<file path="config.mk">
export PLATFORM = sky130hd
export DESIGN_NAME = fb_access_ctrl
export DESIGN_NICKNAME = d
export VERILOG_FILES = /design/src/rtl/fb_ctrl_pkg.sv /design/src/rtl/fb_read_arbiter.sv /design/src/rtl/fb_access_ctrl.sv
export SDC_FILE = /design/constraint.sdc
export NUM_CORES = 1
export LEC_CHECK = 0
export BUFFER_PORTS_ARGS = -buffer_cell sky130_fd_sc_hd__clkbuf_2
export CORE_ASPECT_RATIO = 0.75
export CORE_UTILIZATION = 49
export CTS_BUF_LIST = sky130_fd_sc_hd__clkbuf_2
export CTS_CLUSTER_DIAMETER = 100
export DETAILED_ROUTE_END_ITERATION = 10
export PLACE_DENSITY = 0.88
export RECOVER_POWER = 100
export SLEW_MARGIN = 5
export SYNTH_ARGS = -nofsm -noshare
export SYNTH_HDL_FRONTEND = slang
export SYNTH_SLANG_ARGS = --single-unit
</file>
<file path="constraint.sdc">
create_clock -name clk_in -period 2.5 [get_ports clk_in]
set_input_delay 0.25 -clock clk_in [delete_from_list [all_inputs] [get_ports clk_in]]
set_output_delay 0.25 -clock clk_in [all_outputs]
set_load 0.05 [all_outputs]
</file>
<file path="src/rtl/fb_ctrl_pkg.sv">
// Shared types and default dimensions for the frame-buffer access controller.
package fb_ctrl_pkg;

  localparam int unsigned DEF_STORED_WIDTH  = 480;
  localparam int unsigned DEF_STORED_HEIGHT = 480;
  localparam int unsigned DEF_ADDR_W        = 18;
  localparam int unsigned DEF_BRAM_LAT      = 2;

  typedef enum logic [1:0] {
    LIVE    = 2'd0,
    ARMED   = 2'd1,
    CAPTURE = 2'd2,
    FROZEN  = 2'd3
  } fb_state_t;

  typedef enum logic [1:0] {
    NONE = 2'd0,
    DISP = 2'd1,
    DEC  = 2'd2
  } rd_tag_t;

endpackage

</file>
<file path="src/rtl/fb_read_arbiter.sv">
// Port-B read arbiter: display has fixed priority, the decoder is served only when allowed.
// A tag per issue rides a BRAM_LAT-deep pipe and steers the returning data.
module fb_read_arbiter
  import fb_ctrl_pkg::*;
#(
  parameter int unsigned ADDR_W   = DEF_ADDR_W,
  parameter int unsigned BRAM_LAT = DEF_BRAM_LAT
) (
  input  logic              clk_pixel,
  input  logic              rst,
  input  logic              dec_allowed,
  input  logic              disp_req,
  input  logic [ADDR_W-1:0] disp_addr,
  input  logic              dec_req,
  input  logic [ADDR_W-1:0] dec_addr,
  input  logic              doutb,
  output logic [ADDR_W-1:0] addrb,
  output logic              enb,
  output logic              dec_gnt,
  output logic              disp_data,
  output logic              disp_valid,
  output logic              dec_data,
  output logic              dec_valid
);

  rd_tag_t issue_tag;
  rd_tag_t tag_pipe_reg [BRAM_LAT];
  rd_tag_t ret_tag;

  // Issue is combinational so the rotate path sees its address the same cycle;
  // it is held off while reset is asserted so nothing leaks out during reset.
  always_comb begin
    issue_tag = NONE;
    addrb     = '0;
    enb       = 1'b0;
    dec_gnt   = 1'b0;
    if (!rst) begin
      if (disp_req) begin
        issue_tag = DISP;
        addrb     = disp_addr;
        enb       = 1'b1;
      end else if (dec_req && dec_allowed) begin
        issue_tag = DEC;
        addrb     = dec_addr;
        enb       = 1'b1;
        dec_gnt   = 1'b1;
      end
    end
  end

  always_ff @(posedge clk_pixel or posedge rst) begin
    if (rst) begin
      for (int i = 0; i < int'(BRAM_LAT); i++) tag_pipe_reg[i] <= NONE;
    end else begin
      tag_pipe_reg[0] <= issue_tag;
      for (int i = 1; i < int'(BRAM_LAT); i++) tag_pipe_reg[i] <= tag_pipe_reg[i-1];
    end
  end

  assign ret_tag    = tag_pipe_reg[BRAM_LAT-1];
  assign disp_valid = (ret_tag == DISP);
  assign dec_valid  = (ret_tag == DEC);
  assign disp_data  = disp_valid & doutb;
  assign dec_data   = dec_valid & doutb;

endmodule

</file>
<file path="src/rtl/fb_access_ctrl.sv">
// Owns both ports of the 1-bit binarized frame buffer: snapshot FSM and write gating on
// port A, display/decoder read arbitration on port B.
module fb_access_ctrl
  import fb_ctrl_pkg::*;
#(
  parameter int unsigned STORED_WIDTH  = DEF_STORED_WIDTH,
  parameter int unsigned STORED_HEIGHT = DEF_STORED_HEIGHT,
  parameter int unsigned ADDR_W        = DEF_ADDR_W,
  parameter int unsigned BRAM_LAT      = DEF_BRAM_LAT
) (
  input  logic              clk_in,
  input  logic              rst_in,
  input  logic              capture_req_in,
  input  logic              release_in,
  input  logic              frame_done_in,
  input  logic              cam_valid_in,
  input  logic [10:0]       cam_hcount_in,
  input  logic [9:0]        cam_vcount_in,
  input  logic              cam_bit_in,
  output logic              wea_out,
  output logic [ADDR_W-1:0] addra_out,
  output logic              dina_out,
  input  logic              disp_req_in,
  input  logic [ADDR_W-1:0] disp_addr_in,
  output logic              disp_data_out,
  output logic              disp_valid_out,
  input  logic              dec_req_in,
  input  logic [ADDR_W-1:0] dec_addr_in,
  output logic              dec_gnt_out,
  output logic              dec_data_out,
  output logic              dec_valid_out,
  output logic [ADDR_W-1:0] addrb_out,
  output logic              enb_out,
  input  logic              doutb_in,
  output logic              frame_ready_out,
  output logic [1:0]        state_out
);

  fb_state_t state_reg, state_next;
  logic              frame_ready;
  logic              wea_reg;
  logic [ADDR_W-1:0] addra_reg;
  logic              dina_reg;
  logic              pix_in_frame;
  logic              write_allowed;

  always_ff @(posedge clk_in or posedge rst_in) begin
    if (rst_in) state_reg <= LIVE;
    else        state_reg <= state_next;
  end

  always_comb begin
    state_next  = state_reg;
    frame_ready = 1'b0;
    case (state_reg)
      LIVE:    if (capture_req_in) state_next = ARMED;
      ARMED:   if (frame_done_in) state_next = CAPTURE;
      CAPTURE: begin
        if (frame_done_in) begin
          state_next  = FROZEN;
          frame_ready = 1'b1;
        end
      end
      FROZEN:  if (release_in) state_next = capture_req_in ? ARMED : LIVE;
      default: state_next = LIVE;
    endcase
  end

  // ARMED waits out the partial frame in progress; FROZEN protects the snapshot.
  assign pix_in_frame  = (cam_hcount_in < 11'(STORED_WIDTH)) && (cam_vcount_in < 10'(STORED_HEIGHT));
  assign write_allowed = (state_reg == LIVE) || (state_reg == CAPTURE);

  always_ff @(posedge clk_in or posedge rst_in) begin
    if (rst_in) begin
      wea_reg   <= 1'b0;
      addra_reg <= '0;
      dina_reg  <= 1'b0;
    end else begin
      wea_reg   <= cam_valid_in && pix_in_frame && write_allowed;
      addra_reg <= ADDR_W'(cam_hcount_in) + ADDR_W'(STORED_WIDTH) * ADDR_W'(cam_vcount_in);
      dina_reg  <= cam_bit_in;
    end
  end

  fb_read_arbiter #(
    .ADDR_W   (ADDR_W),
    .BRAM_LAT (BRAM_LAT)
  ) u_read_arbiter (
    .clk_pixel   (clk_in),
    .rst         (rst_in),
    .dec_allowed (state_reg == FROZEN),
    .disp_req    (disp_req_in),
    .disp_addr   (disp_addr_in),
    .dec_req     (dec_req_in),
    .dec_addr    (dec_addr_in),
    .doutb       (doutb_in),
    .addrb       (addrb_out),
    .enb         (enb_out),
    .dec_gnt     (dec_gnt_out),
    .disp_data   (disp_data_out),
    .disp_valid  (disp_valid_out),
    .dec_data    (dec_data_out),
    .dec_valid   (dec_valid_out)
  );

  assign wea_out         = wea_reg;
  assign addra_out       = addra_reg;
  assign dina_out        = dina_reg;
  assign frame_ready_out = frame_ready;
  assign state_out       = state_reg;

endmodule

</file>
==> summary.md <==
### Yosys
* synthesized instance count: 260
* leading register cell type out of synthesis: sky130_fd_sc_hd__dfrtp_1
* synthesized net count: 372
* fraction of post-synthesis cell area in the top cell type by area: 26.0%
* EDFF count, synth: 0
* proportion of synthesized flip-flops having asynchronous set or reset: 100%
* Avg Cell Area, Syn: 9.62 µm²
* leading area contributor after synthesis: sky130_fd_sc_hd__dfrtp_1
* Yosys warnings: 0
* Seq/Total Area, Yosys: 26.0%
* synthesized cell area: 2500 µm²
* flops & latches, synth: 26
* unique cell type count in the Yosys netlist: 48
* Synth area leaders: sky130_fd_sc_hd__dfrtp_1 (26%), sky130_fd_sc_hd__fa_1 (14%), sky130_fd_sc_hd__ha_1 (14%), sky130_fd_sc_hd__a22o_1 (6.3%), sky130_fd_sc_hd__inv_1 (6.3%)

### Pwr
* logic gate share of total power: 76.8%
* switching power of the nets: 1910 µW
* net switching share of the total power: 49.8%
* Clock power frac: 7.4%
* PnR Total Power: 3840 µW
* power per cell area: 951 nW/µm²
* Leakage: 0.00214 µW
* Worst VDD drop: 0.741 mV
* internal power: 1930 µW
* sequential group share of total power: 15.9%

### Clock tree
* clock sink count: 26
* clock-pin slew of the registers on the worst-case setup and hold paths: 0.28 ns
* root buffer cell: sky130_fd_sc_hd__clkbuf_2
* H-tree Lvls: 1
* maximum number of buffers from clock root to sink: 2
* TritonCTS clock tree: built
* TritonCTS buffer count: 3
* Skew-Pair Late Insertion Delay: 0.40 ns

### Worst setup path
* CP startpoint kind: primary input
* Critical Path RT: 2.86 ns
* crit-path max FO: 4
* critical path class: primary input to flop
* data arrival time of the worst path: 3.61 ns
* critical-path cell with the highest stage delay: sky130_fd_sc_hd__fa_1
* Worst path top cell family by delay: adder cells
* critical path capture point type: flop
* cell-by-cell listing of the critical path: buf_8 > fa_1 > inv_2 > fa_1 > inv_2 > ha_4 > a21o_1 > a211oi_2 > nor2_1 > ha_1 > nand2_1 > o21a_1 > or4_1 > a21oi_2
* combined buffer and inverter count along the critical path: 3
* critical path's largest stage delay: 0.58 ns

### GRT
* number of global-route vias before repair: 2657
* wire length of the first global-routing pass: 12300 µm
* remaining global-route overflow: 0
* number of antenna violations at the first check in global routing: 0
* maximum number of pins on one net before global-route repair: 27
* GRT Util Overall: 29.1%

### Detailed routing
* drt first pass iters: 8
* Via Count: 2699
* DRC violations left: 8
* Iter 0 DRT Violations: 194
* wire per inst: 16.4 µm
* Via density: 5.34
* count of antenna-violating nets left after detailed routing: 0
* drt total wl: 8300 µm

### Place
* count of input and output buffers: 113
* cell total after placement: 488
* routability congestion estimate from global placement: 0.882
* Placement Cell Area: 3720 µm²
* detailed placement HPWL: 5970 µm

### STA
* slew at the pin with the worst max-slew slack: 0.517 ns
* Final setup violation count: 9
* clock period minus worst slack: 3.24 ns
* clock skew after layout: 0.0125 ns
* number of hold violations in the final report: 0
* Peak Freq: 0.308 GHz
* setup total negative slack: -4.58 ns
* crit share post-route: 130%
* count of final max-slew check failures: 0
* relative slew slack: 65.2%
* final worst slack: -0.744 ns
* unrepaired setup endpoints after global routing: yes

### Die
* io pins: 114
* total core area: 4900 µm²
* die area: 5400 µm²
* x dimension of the die: 84.5 µm
* initial core utilization: 51.0%
* Core Rows: 22
* vertical extent of the die: 63.9 µm

### Hold path
* worst min path class: primary input to flop

### Cells and area
* most common library cell in the layout ignoring fill and taps: sky130_fd_sc_hd__clkbuf_2
* NumNets Final: 558
* commonest non-fill, non-tap cells in the layout: sky130_fd_sc_hd__clkbuf_2 (114), sky130_fd_sc_hd__buf_4 (67), sky130_fd_sc_hd__inv_1 (34)
* fraction of layout instances using a drive strength above 1: 54.6%
* area added between synthesis and finish: 61.4%
* number of flip-flops under the largest register name: 18
* Ant. Diodes: 0
* area of all placed cells without fillers: 4040 µm²
* number of cells in the finished layout apart from fillers: 505

### Job
* Max Cap Viol: 0

### Run status
* failing checks: DRC, setup timing
* outcome: finished with violations

-- per-layer routing --
| layer | wire length, µm | share of wire, % | up-vias | global-route usage [%] |
|---|---|---|---|---|
| li1 | - | - | 1267 | - |
| met1 | 3220 | 39 | 1331 | 34.9 |
| met2 | 4550 | 55 | 83 | 56.9 |
| met3 | 368 | 4.4 | 18 | 3.62 |
| met4 | 165 | 2.0 | 0 | 4.24 |
| met5 | 0 | 0 | - | 0 |
-- final cells by class --
class / count / area, µm²
inverter: 42 / 169
multi-input combinational: 184 / 1920
clock inverter: 1 / 30.0
clock buffer: 3 / 15.0
timing repair buffer: 189 / 1180
fill: 274 / 863
tap: 60 / 75.1
sequential: 26 / 651
-- final timing paths --
check / from / to / slack, ns / cells after the start
max: cam_vcount_in[0] / addra_out[15]$_DFF_PP0_ / -0.74 / 14
min: cam_hcount_in[5] / addra_out[5]$_DFF_PP0_ / 0.08 / 2
max reg2reg: state_out[0]$_DFFE_PP0P_ / state_out[0]$_DFFE_PP0P_ / 0.87 / 6
min reg2reg: u_read_arbiter.tag_pipe_reg[3]$_DFF_PP0_ / u_read_arbiter.ret_tag[1]$_DFF_PP0_ / 0.39 / 0
max in group asynchronous: rst_in / addra_out[6]$_DFF_PP0_ / 1.78 / 4
min in group asynchronous: rst_in / addra_out[12]$_DFF_PP0_ / 0.45 / 4
-- stage by stage --
step	utilization [%]	setup WS (ns)	hold WS, ns
floorplan	-	-0.859	0.281
global placement	75.8	-0.991	0.333
detailed placement	75.8	-1.14	0.341
CTS	79.4	-0.710	0.111
global route	82.4	-0.902	0.0653
finish	82.4	-0.744	0.0757
-- power groups by stage --
stage          clock [µW]  sequential, µW  combinational (µW)
6_report              283             609                2950
5_1_grt               300             623                3150
4_1_cts               280             603                2650
3_5_place_dp            0             611                2550
3_3_place_gp            0             611                2460
2_1_floorplan           0            1020                1310
-- cells in the mapped netlist (2+ instances only) --
cell type	n
sky130_fd_sc_hd__o21a_1	2
sky130_fd_sc_hd__o21bai_1	3
sky130_fd_sc_hd__xor2_1	4
sky130_fd_sc_hd__nand4_1	2
sky130_fd_sc_hd__xnor2_1	12
sky130_fd_sc_hd__a311oi_1	4
sky130_fd_sc_hd__and2_1	5
sky130_fd_sc_hd__dfrtp_1	26
sky130_fd_sc_hd__or2_2	3
sky130_fd_sc_hd__a21o_1	7
sky130_fd_sc_hd__a211oi_1	4
sky130_fd_sc_hd__ha_1	27
sky130_fd_sc_hd__a21oi_1	12
sky130_fd_sc_hd__nor3_1	4
sky130_fd_sc_hd__nor4_1	2
sky130_fd_sc_hd__or3_1	2
sky130_fd_sc_hd__and4_1	2
sky130_fd_sc_hd__clkbuf_1	6
sky130_fd_sc_hd__inv_1	42
sky130_fd_sc_hd__nor2b_1	4
sky130_fd_sc_hd__nand2_1	5
sky130_fd_sc_hd__mux2i_1	2
sky130_fd_sc_hd__fa_1	18
sky130_fd_sc_hd__nor2_1	14
sky130_fd_sc_hd__a22o_1	18
sky130_fd_sc_hd__a2111oi_0	2
sky130_fd_sc_hd__o21ai_0	7
-- repair_timing --
action | CTS | global route
endpoints found under the hold margin | 32 | 0
pin swaps | 2 | 6
buffers inserted | 3 | 4
gates resized for setup | 7 | 27
hold buffers | 7 | 0
setup endpoints to repair | 8 | 9
-- logic make-up (layout without fill, tap and decap cells) --
group | count (synthesis) | count (layout) | share of synthesized area [%]
buffers and inverters | 50 | 235 | 7.55
adder cells (fa/ha/maj) | 45 | 45 | 27.9
AO/OA/AOI/OAI | 69 | 69 | 20.4
flip-flops | 26 | 26 | 26.0
multiplexers | 3 | 3 | 1.25
XOR/XNOR | 16 | 16 | 5.60
AND/OR/NAND/NOR | 51 | 51 | 11.3
(Power assumes the default switching activity.)
